===== src/rtl/mem_port_arbiter_if.sv =====
// -----------------------------------------------------------------------------
// mem_port_arbiter_if
// Bundles the three handshakes around the shared unified-memory port:
//   fetch side : if_req/if_addr/if_flush in, if_gnt/if_rvalid/if_rdata out
//   data side  : d_req/d_we/d_addr/d_wdata/d_be in, d_gnt/d_rvalid/d_rdata out
//   memory side: mem_req/mem_we/mem_addr/mem_wdata/mem_be out, mem_rdata in
// Modport "slave" is the arbiter's view; modport "master" is the view of the
// environment that owns the requesters and the memory model.
// -----------------------------------------------------------------------------
interface mem_port_arbiter_if;
  // Fetch requester
  logic        if_req;
  logic [31:0] if_addr;
  logic        if_flush;
  logic        if_gnt;
  logic        if_rvalid;
  logic [31:0] if_rdata;

  // Data (load/store) requester
  logic        d_req;
  logic        d_we;
  logic [31:0] d_addr;
  logic [31:0] d_wdata;
  logic [3:0]  d_be;
  logic        d_gnt;
  logic        d_rvalid;
  logic [31:0] d_rdata;

  // Single-port memory
  logic        mem_req;
  logic        mem_we;
  logic [31:0] mem_addr;
  logic [31:0] mem_wdata;
  logic [3:0]  mem_be;
  logic [31:0] mem_rdata;

  modport slave (
    input  if_req, if_addr, if_flush,
    output if_gnt, if_rvalid, if_rdata,
    input  d_req, d_we, d_addr, d_wdata, d_be,
    output d_gnt, d_rvalid, d_rdata,
    output mem_req, mem_we, mem_addr, mem_wdata, mem_be,
    input  mem_rdata
  );

  modport master (
    output if_req, if_addr, if_flush,
    input  if_gnt, if_rvalid, if_rdata,
    output d_req, d_we, d_addr, d_wdata, d_be,
    input  d_gnt, d_rvalid, d_rdata,
    input  mem_req, mem_we, mem_addr, mem_wdata, mem_be,
    output mem_rdata
  );
endinterface


===== src/rtl/mem_port_arbiter.sv =====
// -----------------------------------------------------------------------------
// mem_port_arbiter
// Shares one single-port, fixed-latency memory between instruction fetch and
// the load/store stage. One access is granted per cycle; the data side wins
// unless fetch has been passed over MAX_D_STREAK times in a row. Every read is
// tagged with its source in a MEM_LAT-deep pipeline so the returning word is
// routed to the requester that issued it.
//
// Ports:
//   clk    - clock, all state on the rising edge
//   reset  - synchronous, active-high
//   bus    - mem_port_arbiter_if.slave (fetch, data and memory handshakes)
//
// Parameters:
//   MEM_LAT      - memory read latency in cycles (1..4)
//   MAX_D_STREAK - consecutive data grants allowed while fetch waits (1..15)
// -----------------------------------------------------------------------------
module mem_port_arbiter #(
  parameter int MEM_LAT      = 2,
  parameter int MAX_D_STREAK = 3
) (
  input  logic              clk,
  input  logic              reset,
  mem_port_arbiter_if.slave bus
);

  localparam logic [3:0] STREAK_MAX = 4'(MAX_D_STREAK);

  // Arbitration state
  logic [3:0]         streak_r;

  // Tag pipeline: stage MEM_LAT-1 is the entry whose data is on mem_rdata now
  logic [MEM_LAT-1:0] tag_valid_r;
  logic [MEM_LAT-1:0] tag_src_if_r;

  // Last delivered word per requester
  logic [31:0]        if_rdata_r;
  logic [31:0]        d_rdata_r;

  logic               fetch_first_s;
  logic               if_gnt_s;
  logic               d_gnt_s;
  logic               new_valid_s;
  logic               exit_valid_s;
  logic               exit_if_s;
  logic               if_rvalid_s;
  logic               d_rvalid_s;

  // Grant selection: data wins unless the fetch side has hit its streak limit
  always_comb begin
    if_gnt_s      = 1'b0;
    d_gnt_s       = 1'b0;
    fetch_first_s = bus.if_req && (streak_r == STREAK_MAX);
    if (reset) begin
      if_gnt_s = 1'b0;
      d_gnt_s  = 1'b0;
    end else if (bus.d_req && !fetch_first_s) begin
      d_gnt_s = 1'b1;
    end else if (bus.if_req) begin
      if_gnt_s = 1'b1;
    end else begin
      if_gnt_s = 1'b0;
      d_gnt_s  = 1'b0;
    end
  end

  // Memory port mirrors the granted request in the same cycle
  always_comb begin
    bus.mem_req   = 1'b0;
    bus.mem_we    = 1'b0;
    bus.mem_addr  = 32'h0000_0000;
    bus.mem_wdata = 32'h0000_0000;
    bus.mem_be    = 4'hF;
    if (d_gnt_s) begin
      bus.mem_req   = 1'b1;
      bus.mem_we    = bus.d_we;
      bus.mem_addr  = bus.d_addr;
      bus.mem_wdata = bus.d_wdata;
      bus.mem_be    = bus.d_we ? bus.d_be : 4'hF;
    end else if (if_gnt_s) begin
      bus.mem_req   = 1'b1;
      bus.mem_we    = 1'b0;
      bus.mem_addr  = bus.if_addr;
      bus.mem_wdata = 32'h0000_0000;
      bus.mem_be    = 4'hF;
    end else begin
      bus.mem_req   = 1'b0;
      bus.mem_we    = 1'b0;
      bus.mem_addr  = 32'h0000_0000;
      bus.mem_wdata = 32'h0000_0000;
      bus.mem_be    = 4'hF;
    end
  end

  // A flushed fetch never becomes a live tag, even when granted in the flush cycle.
  assign new_valid_s  = (if_gnt_s && !bus.if_flush) || (d_gnt_s && !bus.d_we);
  assign exit_valid_s = tag_valid_r[MEM_LAT-1];
  assign exit_if_s    = tag_src_if_r[MEM_LAT-1];

  // A fetch response exiting in the flush cycle is suppressed here; stores
  // occupy a slot with valid=0 and so never disturb routing.
  assign if_rvalid_s  = !reset && exit_valid_s && exit_if_s && !bus.if_flush;
  assign d_rvalid_s   = !reset && exit_valid_s && !exit_if_s;

  assign bus.if_gnt    = if_gnt_s;
  assign bus.d_gnt     = d_gnt_s;
  assign bus.if_rvalid = if_rvalid_s;
  assign bus.d_rvalid  = d_rvalid_s;
  assign bus.if_rdata  = if_rvalid_s ? bus.mem_rdata : if_rdata_r;
  assign bus.d_rdata   = d_rvalid_s  ? bus.mem_rdata : d_rdata_r;

  // Starvation counter: counts data grants that passed over a waiting fetch
  always_ff @(posedge clk) begin
    if (reset) begin
      streak_r <= 4'd0;
    end else if (!bus.if_req || if_gnt_s) begin
      streak_r <= 4'd0;
    end else if (d_gnt_s && (streak_r != STREAK_MAX)) begin
      streak_r <= streak_r + 4'd1;
    end else begin
      streak_r <= streak_r;
    end
  end

  // Tag shift register; a flush kills every fetch-tagged entry as it moves
  always_ff @(posedge clk) begin
    if (reset) begin
      tag_valid_r  <= {MEM_LAT{1'b0}};
      tag_src_if_r <= {MEM_LAT{1'b0}};
    end else begin
      tag_valid_r[0]  <= new_valid_s;
      tag_src_if_r[0] <= if_gnt_s;
      for (int i = 1; i < MEM_LAT; i++) begin
        tag_valid_r[i]  <= tag_valid_r[i-1] && !(bus.if_flush && tag_src_if_r[i-1]);
        tag_src_if_r[i] <= tag_src_if_r[i-1];
      end
    end
  end

  // Hold the last delivered word of each requester between responses
  always_ff @(posedge clk) begin
    if (reset) begin
      if_rdata_r <= 32'h0000_0000;
      d_rdata_r  <= 32'h0000_0000;
    end else begin
      if (if_rvalid_s) begin
        if_rdata_r <= bus.mem_rdata;
      end else begin
        if_rdata_r <= if_rdata_r;
      end
      if (d_rvalid_s) begin
        d_rdata_r <= bus.mem_rdata;
      end else begin
        d_rdata_r <= d_rdata_r;
      end
    end
  end

endmodule


===== src/flat_wrapper.sv =====
// flat-port wrapper written by rule: the top's interface ports become plain ports
module mem_port_arbiter_flat 
#(
  parameter int MEM_LAT      = 2,
  parameter int MAX_D_STREAK = 3
)
  (clk, reset, bus_if_req, bus_if_addr, bus_if_flush, bus_if_gnt, bus_if_rvalid, bus_if_rdata, bus_d_req, bus_d_we, bus_d_addr, bus_d_wdata, bus_d_be, bus_d_gnt, bus_d_rvalid, bus_d_rdata, bus_mem_req, bus_mem_we, bus_mem_addr, bus_mem_wdata, bus_mem_be, bus_mem_rdata);
  mem_port_arbiter_if bus_i ();
  input  logic clk;
  input  logic reset;
  input wire logic [$bits(bus_i.if_req)-1:0] bus_if_req;
  input wire logic [$bits(bus_i.if_addr)-1:0] bus_if_addr;
  input wire logic [$bits(bus_i.if_flush)-1:0] bus_if_flush;
  output wire logic [$bits(bus_i.if_gnt)-1:0] bus_if_gnt;
  output wire logic [$bits(bus_i.if_rvalid)-1:0] bus_if_rvalid;
  output wire logic [$bits(bus_i.if_rdata)-1:0] bus_if_rdata;
  input wire logic [$bits(bus_i.d_req)-1:0] bus_d_req;
  input wire logic [$bits(bus_i.d_we)-1:0] bus_d_we;
  input wire logic [$bits(bus_i.d_addr)-1:0] bus_d_addr;
  input wire logic [$bits(bus_i.d_wdata)-1:0] bus_d_wdata;
  input wire logic [$bits(bus_i.d_be)-1:0] bus_d_be;
  output wire logic [$bits(bus_i.d_gnt)-1:0] bus_d_gnt;
  output wire logic [$bits(bus_i.d_rvalid)-1:0] bus_d_rvalid;
  output wire logic [$bits(bus_i.d_rdata)-1:0] bus_d_rdata;
  output wire logic [$bits(bus_i.mem_req)-1:0] bus_mem_req;
  output wire logic [$bits(bus_i.mem_we)-1:0] bus_mem_we;
  output wire logic [$bits(bus_i.mem_addr)-1:0] bus_mem_addr;
  output wire logic [$bits(bus_i.mem_wdata)-1:0] bus_mem_wdata;
  output wire logic [$bits(bus_i.mem_be)-1:0] bus_mem_be;
  input wire logic [$bits(bus_i.mem_rdata)-1:0] bus_mem_rdata;
  assign bus_i.if_req = bus_if_req;
  assign bus_i.if_addr = bus_if_addr;
  assign bus_i.if_flush = bus_if_flush;
  assign bus_if_gnt = bus_i.if_gnt;
  assign bus_if_rvalid = bus_i.if_rvalid;
  assign bus_if_rdata = bus_i.if_rdata;
  assign bus_i.d_req = bus_d_req;
  assign bus_i.d_we = bus_d_we;
  assign bus_i.d_addr = bus_d_addr;
  assign bus_i.d_wdata = bus_d_wdata;
  assign bus_i.d_be = bus_d_be;
  assign bus_d_gnt = bus_i.d_gnt;
  assign bus_d_rvalid = bus_i.d_rvalid;
  assign bus_d_rdata = bus_i.d_rdata;
  assign bus_mem_req = bus_i.mem_req;
  assign bus_mem_we = bus_i.mem_we;
  assign bus_mem_addr = bus_i.mem_addr;
  assign bus_mem_wdata = bus_i.mem_wdata;
  assign bus_mem_be = bus_i.mem_be;
  assign bus_i.mem_rdata = bus_mem_rdata;
  mem_port_arbiter #(.MEM_LAT(MEM_LAT), .MAX_D_STREAK(MAX_D_STREAK)) u_core (.clk(clk), .reset(reset), .bus(bus_i));
endmodule

===== config.mk =====
export PLATFORM = sky130hd
export DESIGN_NAME = mem_port_arbiter_flat
export DESIGN_NICKNAME = d
export VERILOG_FILES = /design/src/rtl/mem_port_arbiter_if.sv /design/src/rtl/mem_port_arbiter.sv /design/src/flat_wrapper.sv
export SDC_FILE = /design/constraint.sdc
export NUM_CORES = 1
export LEC_CHECK = 0
export ABC_AREA = 1
export ABC_CLOCK_PERIOD_IN_PS = 4100
export CAP_MARGIN = 20
export CORE_UTILIZATION = 30
export DETAILED_ROUTE_END_ITERATION = 7
export PLACE_DENSITY = 0.69
export REMOVE_ABC_BUFFERS = 1
export SLEW_MARGIN = 30
export SYNTH_ARGS = -nofsm -noshare
export SYNTH_HDL_FRONTEND = slang
export SYNTH_SLANG_ARGS = --single-unit

===== constraint.sdc =====
create_clock -name clk -period 4.1 [get_ports clk]
set_clock_uncertainty 0.05 [all_clocks]
set_input_delay 1.23 -clock clk [delete_from_list [all_inputs] [get_ports clk]]
set_output_delay 1.23 -clock clk [all_outputs]
set_load 0.02 [all_outputs]

# Word level (Yosys, flattened, before mapping)
# Cells that the tools add are included.
[word_totals]
reg_bits = 72
latch_bits = 0
ram_bits = 0
rom_bits = 0
inputBits = 138
output_inout_bits = 138
word_cells = 44
mem_count = 0
[op_classes]
n_addsub = 1
multipliers = 0
div = 0
order_cmp = 0
eq_ne = 2
shifts = 0
muxes = 15
bitwise_logic = 0
n_reduce_logical = 21
[ops]
columns = ["op", "count"]
rows = [
  ["$mux W32", 5],
  ["$logic_and A1 B1 Y1", 11],
  ["$mux W1", 8],
  ["$mux W4", 2],
  ["$logic_not A1 Y1", 7],
  ["$add A4 B1 Y4 const B", 1],
  ["$eq A4 B2 Y1 const B", 1],
  ["$ne A4 B2 Y1 const B", 1],
  ["$logic_or A1 B1 Y1", 2],
  ["$reduce_or A2 Y1", 1],
]

# Depth between registers and ports, before layout
# Gate-level depths: netlist (run 1).
[depth]
ltp_word = 8
mapped_depth = 8
ltp_nobuf = 6

# Worst setup path after synthesis (run 1)
# No wires, ideal clock.
[synth_timing]
path_kind = "input-to-output"
from = "in bus_d_req"
to = "out bus_mem_wdata[10]"
arrival_ns = 2.128
t_required_ns = 2.820
path_slack_ns = 0.692
cell_stages = 4
path_buffers = 2
path_cell_list = "clkbuf_1 nand3_2 buf_4 nor2_1"
[synth_between]
elab_chain_len = 4
[synth_lines]
columns = ["item", "line", "rtl"]
rows = [
  ["start: declaration", "flat_wrapper.sv:17", "input wire logic [$bits(bus_i.d_req)-1:0] bus_d_req;"],
  ["$logic_and A1 B1 Y1", "mem_port_arbiter.sv:57", "end else if (bus.d_req && !fetch_first_s) begin"],
  ["$mux W1", "mem_port_arbiter.sv:57", ""],
  ["$mux W1", "mem_port_arbiter.sv:54", "if (reset) begin"],
  ["$mux W32", "mem_port_arbiter.sv:74", "if (d_gnt_s) begin"],
  ["end: declaration", "flat_wrapper.sv:28", "output wire logic [$bits(bus_i.mem_wdata)-1:0] bus_mem_wdata;"],
]
# No other way between the ends.

# Worst setup path after layout (run 1)
[layout_timing]
from = "in bus_if_flush"
to = "out bus_if_rdata[22]"
[layout_between]
elab_chain_len = 3
[layout_lines]
columns = ["item", "line", "rtl"]
rows = [
  ["start: declaration", "flat_wrapper.sv:13", "input wire logic [$bits(bus_i.if_flush)-1:0] bus_if_flush;"],
  ["$logic_not A1 Y1", "mem_port_arbiter.sv:102", "assign if_rvalid_s = !reset && exit_valid_s && exit_if_s && !bus.if_flush;"],
  ["$logic_and A1 B1 Y1", "mem_port_arbiter.sv:102", ""],
  ["$mux W32", "mem_port_arbiter.sv:109", "assign bus.if_rdata = if_rvalid_s ? bus.mem_rdata : if_rdata_r;"],
  ["end: declaration", "flat_wrapper.sv:16", "output wire logic [$bits(bus_i.if_rdata)-1:0] bus_if_rdata;"],
]
# No other way between the ends.

==> results of run 1 <==
## state kept, by name (all words and copies together), names as in the netlist
signal and flops:
u_core.tag_valid_r 2, u_core.d_rdata_r 32, u_core.streak_r 4, u_core.tag_src_if_r 2, u_core.if_rdata_r 32
## worst min path at each step
| stage | slack (ns) | cells after the start | start | end |
|---|---|---|---|---|
| after global routing | 0.40 | 2 | u_core.tag_src_if_r[0] | u_core.tag_src_if_r[1] |
| after detailed placement | 0.37 | 2 | u_core.tag_valid_r[0] | u_core.tag_valid_r[1] |
| final | 0.37 | 2 | u_core.tag_valid_r[0] | u_core.tag_valid_r[1] |
| after CTS | 0.38 | 2 | u_core.tag_valid_r[0] | u_core.tag_valid_r[1] |
| after floorplan | 0.35 | 2 | u_core.tag_src_if_r[0] | u_core.tag_src_if_r[1] |
| after global placement | 0.36 | 2 | u_core.tag_valid_r[0] | u_core.tag_valid_r[1] |
## placed cells by master (no fill, tap or decap), drive strengths merged
| cell type | count |
|---|---|
| dlymetal6s2s | 1 |
| xnor2 | 1 |
| xor2 | 1 |
| a21oi | 2 |
| nor3 | 3 |
| dlygate4sd2 | 100 |
| clkinv | 1 |
| nand3b | 1 |
| nand4 | 33 |
| buf | 52 |
| bufinv | 1 |
| nor2 | 109 |
| clkdlybuf4s50 | 169 |
| nand2 | 109 |
| ha | 1 |
| o21ai | 65 |
| inv | 172 |
| nand3 | 36 |
| clkbuf | 15 |
| dfxtp | 72 |
## layout make-up
type                            instances  area share [%]
Tap cell                              176            2.93
Inverter                              172            8.60
Sequential cell                        72            19.2
Clock buffer                           14            3.79
Multi-Input combinational cell        361            23.7
Timing Repair Buffer                  323            41.3
Clock inverter                          2           0.467
## per-layer routing
| metal | wire length, um | share of wire (%) |
|---|---|---|
| met3 | 1260 | 9.1 |
| met2 | 6820 | 49 |
| met5 | 0 | 0 |
| met1 | 5470 | 39 |
| met4 | 365 | 2.6 |
## critical path, delay by kind of cell
| family | cells | cell delay (ns) |
|---|---|---|
| compound gates | 1 | 0.19 |
| buf+inv | 4 | 1.01 |
| simple gates | 2 | 0.29 |
## per-stage QoR
| stage | hold slack, ns | total power, W | setup TNS [ns] | setup slack [ns] |
|---|---|---|---|---|
| after floorplan | 0.353 | 0.000890 | 0 | 0.0994 |
| after global placement | 0.361 | 0.00119 | -9.10 | -0.152 |
| after detailed placement | 0.369 | 0.00120 | -10.44 | -0.170 |
| after CTS | 0.377 | 0.00200 | 0 | 0.00313 |
| after global routing | 0.398 | 0.00205 | -0.00247 | -0.00247 |
| final | 0.372 | 0.00197 | 0 | 0.0843 |
## cells by family after synthesis
logic type / synth area share, %
AOI/OAI and AO/OA: 11.7
xor gates and xnor gates: 0.422
adders and majority gates: 0.302
buffers and inverters: 22.6
DFF: 34.7
and+or+nand+nor: 30.2
## power by group
part	internal, W	switching [W]
Clock	0.000536	0.000281
Combinational	0.000226	0.000213
Sequential	0.000712	0.00000315
Total	0.00147	0.000496
## what timing repair did
item	CTS	global route
gates cloned	0	1
endpoints found under the setup margin	100	7
resized for setup	100	4
==> metrics, run 1 <==
Power Density=263 nW/um^2; DRC Markers=0; DP Area=7270 sq um; total track usage=19.4%; CP Max Fanout=14; Vias/cell=4.24; Post-Syn Area=4150 sq um; GR Layer Usage met2=33.7%; most frequent cells after synthesis=inv_1, nor2_1, nand2_1; worst reg2reg path startpoint=u_core.streak_r[0]; Register Area=1440 sq um; CTS sink count=72; status=finished clean; setup violators final=0; clk_lat worst skew=0.33 ns; MaxCap Viol Count=0; Clk pin slew, worst setup/hold paths=0.05 ns; placed cell count=1103; Tmin final=4.02 ns; Final Slew Violations=0; required time of the critical path=2.82 ns; PortBufs=275; final period utilization=97.9%; most frequent cell after synthesis=inv_1; DR pass1 iterations=4; # hold bufs at CTS=0; Die Y-Extent=120 um; Synth area leaders=dfxtp_1, inv_1, nor2_1; sequential area share after synthesis=34.7%; Async SR Flop Fraction=0%; Routed WL per cell=12.4 um; Critical Path, Cell by Cell=clkdlybuf4s50_1, nor2_2, nand2_4, clkbuf_16, o21ai_1, inv_1, dlygate4sd2_1; initial antenna violation count=0; met3 Use GR=7.37%; FF+latch count, synth=72; FMAX=249 MHz; Synthesis Warnings=0; LEAKAGE=4.42 nW; vias in the first global route=4437; Post-Route Utilization=56.2%; hold crit path type=flop to flop; top cell type's share of synthesized area=34.7%; CTS tree=yes; relative slew slack=53.8%; final wirelength=13900 um; die area=14300 sq um; CTS H-tree depth=3; Synth Area per Inst=6.42 sq um; post-synth top area cell=dfxtp_1; fillers=1329; critical setup path kind=primary input to output pin; Crit. Startpoint=bus_if_flush; GP Congestion=0.845; Antenna Cells=0; Critical Path Sink=bus_if_rdata[22]; Layout area overhead=80.9%; first-pass GRT wire length=22000 um; Clock Tree Root=clkbuf_16; Crit. End Element=output pin; layout cells sized above 1=13.9%; die extent in x=120 um; Site Rows=42; Cells after Synth=646; slowest stage delay, CP=0.43 ns; fin area=7500 sq um; I/O pin count=276; FF-to-FF End=u_core.streak_r[3]; R2R Setup Slk=2.62 ns; multi-input combinational cell area=1780 sq um; slowest stage cell, crit path=clkdlybuf4s50_1; core area=13300 sq um; final hold violation count=0; crit path launch type=primary input; Peak VDD IR=0.152 mV; DR vias=4754; Post-synth EDFFs=0; met1 Use GR=21.4%; GRT Max-Usage Layer=met2; clk buf depth=2; main flop type after synthesis=dfxtp_1; worst r2r path cells=7; HPWL Detailed=10700 um; non-filler cells, final=1120; worst-margin pin slew=0.692 ns; CTS buffer count=9; largest net degree at the start of global routing=65; DRT iter0 DRCs=157; Final nets=1078; Antenna Nets Post-Route=0; worst path arrival time=2.74 ns; Post-CTS Setup Bufs=0; Starting Density=31.1%; post-synth cell types=25; Overflow after GRT=0
No activity file was read; power rests on OpenSTA's default activity.
==> run 2, diff against run 1 <==
- CORE_MARGIN: unset -> 8
==> run 2 against run 1 <==
Clock-buffer cell count is 1 lower. Combinational power hardly changed. Total power decreased by 2.0%. Sequential share of layout area increased by 0.17 points. Via count shrank 0.76%. Largest cell class unchanged. Core utilization decreased by 2.0 points. Sequential power barely moved. Critical path depth stayed put. Wire length rose by 11%. Clock power is 4.8% lower. Final cell count about the same. Die area increased by 25%.
==> metrics, run 2 (same netlist as run 1, synthesis figures left out) <==
relative slew slack=60.4% (was 53.8%); Post-CTS Setup Bufs=0 (unchanged); Die Y-Extent=134 um (was 120 um); Starting Density=30.2% (was 31.1%); DRC Markers=0 (unchanged); total track usage=16.7% (was 19.4%); LEAKAGE=4.37 nW (was 4.42 nW); hold endpoint=u_core.tag_valid_r[1] (unchanged); CTS buffer count=9 (unchanged); Clk pin slew, worst setup/hold paths=0.05 ns (about the same); die extent in x=134 um (was 120 um); CP Max Fanout=19 (was 14); Final Slew Violations=0 (unchanged); met2 wire length=7320 um (was 6820 um); GP Congestion=0.859 (was 0.845); FF-to-FF End=u_core.streak_r[2] (was u_core.streak_r[3]); R2R Setup Slk=2.52 ns (was 2.62 ns); Site Rows=43 (was 42); met3 wire len=1630 um (was 1260 um); required time of the critical path=2.82 ns (about the same); most frequent cells in the layout=clkdlybuf4s50_1, inv_1, nand2_1 (unchanged); worst-margin pin slew=0.594 ns (was 0.692 ns); hold crit path type=flop to flop (unchanged); Routed WL per cell=13.8 um (was 12.4 um); critical setup path kind=primary input to output pin (unchanged); most common library cell in the layout ignoring fill and taps=clkdlybuf4s50_1 (unchanged); Power Density=260 nW/um^2 (was 263 nW/um^2); setup violators final=0 (unchanged); HPWL Detailed=12200 um (was 10700 um); largest net degree at the start of global routing=55 (was 65); non-filler cells, final=1119 (was 1120); Clock Tree Root=clkbuf_16 (unchanged); layout cells sized above 1=13.3% (was 13.9%); die area=17800 sq um (was 14300 sq um); Largest regs=u_core.d_rdata_r (32), u_core.if_rdata_r (32), u_core.streak_r (4) (unchanged); final wirelength=15400 um (was 13900 um); DR pass1 iterations=4 (unchanged); status=finished clean (unchanged); clk_lat worst skew=0.32 ns (was 0.33 ns); vias in the first global route=4514 (was 4437); RSZ-0062 raised after global routing=no; DR vias=4718 (was 4754); clk buf depth=2 (unchanged); Vias/cell=4.22 (was 4.24); final period utilization=97.8% (was 97.9%); worst r2r path cells=8 (was 7); crit path launch type=primary input (unchanged); Top Layer Used=met4 (unchanged); first-pass GRT wire length=24100 um (was 22000 um); PortBufs=275 (unchanged); CTS sink count=72 (unchanged); worst reg2reg path startpoint=u_core.streak_r[0] (unchanged); Min-Delay Startpoint=u_core.tag_valid_r[0] (unchanged); FMAX=249 MHz (about the same); CTS tree=yes (unchanged); Layout area overhead=79.3% (was 80.9%); Overflow after GRT=0 (unchanged); Antenna Nets Post-Route=0 (unchanged); routed length on met1=6170 um (was 5470 um); fin area=7440 sq um (was 7500 sq um); CTS H-tree depth=3 (unchanged); DP Area=7230 sq um (was 7270 sq um); Crit. End Element=output pin (unchanged); Hold Crit Depth=2 (unchanged); DRT iter0 DRCs=188 (was 157); worst path arrival time=2.73 ns (was 2.74 ns); Final nets=1073 (was 1078); final hold violation count=0 (unchanged); Tmin final=4.01 ns (was 4.02 ns); core area=13700 sq um (was 13300 sq um); placed cell count=1102 (was 1103); MaxCap Viol Count=0 (unchanged); initial antenna violation count=0 (unchanged); Peak VDD IR=0.170 mV (was 0.152 mV); Antenna Cells=0 (unchanged); I/O pin count=276 (unchanged)
## run 2: critical path: stages
cell and delay [ns]:
clkdlybuf4s50_1 0.50, nand3_2 0.15, nand2_2 0.14, buf_6 0.19, nand3_1 0.09, nand2_1 0.06
dlygate4sd2_1 0.37
## run 2: how the worst max path moves through the flow
stage | end | slack [ns] | cells past startpoint | startpoint
CTS | bus_mem_addr[9] | 0.005 | 7 | bus_if_req
finish | bus_mem_addr[1] | 0.09 | 7 | bus_if_req
floorplan | bus_if_gnt | 0.1 | 4 | bus_if_req
global route | bus_d_rdata[28] | 0.007 | 8 | reset
detailed placement | bus_mem_addr[9] | -0.25 | 7 | bus_if_req
global placement | bus_mem_addr[9] | -0.24 | 7 | bus_if_req
## run 2: timing repair
item	in CTS	in global routing
endpoints found under the setup margin	101	44
cloned	0	1
hold buffers	0	0
resized for setup	103	8
pin swaps	0	1
## run 2: layout make-up
class                      instances  area (sq um)
clock buffer                      13           260
multi-input combinational        361          1780
fill                            1394          6280
clock inverter                     3          40.0
inverter                         172           646
sequential                        72          1440
tap                              180           225
timing repair buffer             318          3050
## run 2: report_power, final
part | total, W | internal, W | switching [W]
registers | 0.000715 | 0.000712 | 0.00000314
logic | 0.000437 | 0.000223 | 0.000214
clock network | 0.000778 | 0.000502 | 0.000276
## run 2: layer usage
metal	vias to the layer above	GRT usage [%]
li1	2501	-
met1	2027	18.8
met2	172	27.8
met3	18	7.12
met4	0	5.49
met5	-	0
## run 2: metrics by stage
step                      power (W)  utilization, %  setup TNS [ns]  setup WS (ns)  hold WS [ns]
after floorplan            0.000890               -               0         0.0994         0.353
after global placement      0.00119            52.7          -13.33         -0.241         0.362
after detailed placement    0.00120            52.7          -14.07         -0.252         0.365
after CTS                   0.00196            54.0               0        0.00533         0.373
after global routing        0.00202            54.2               0        0.00707         0.392
final                       0.00193            54.2               0         0.0897         0.370
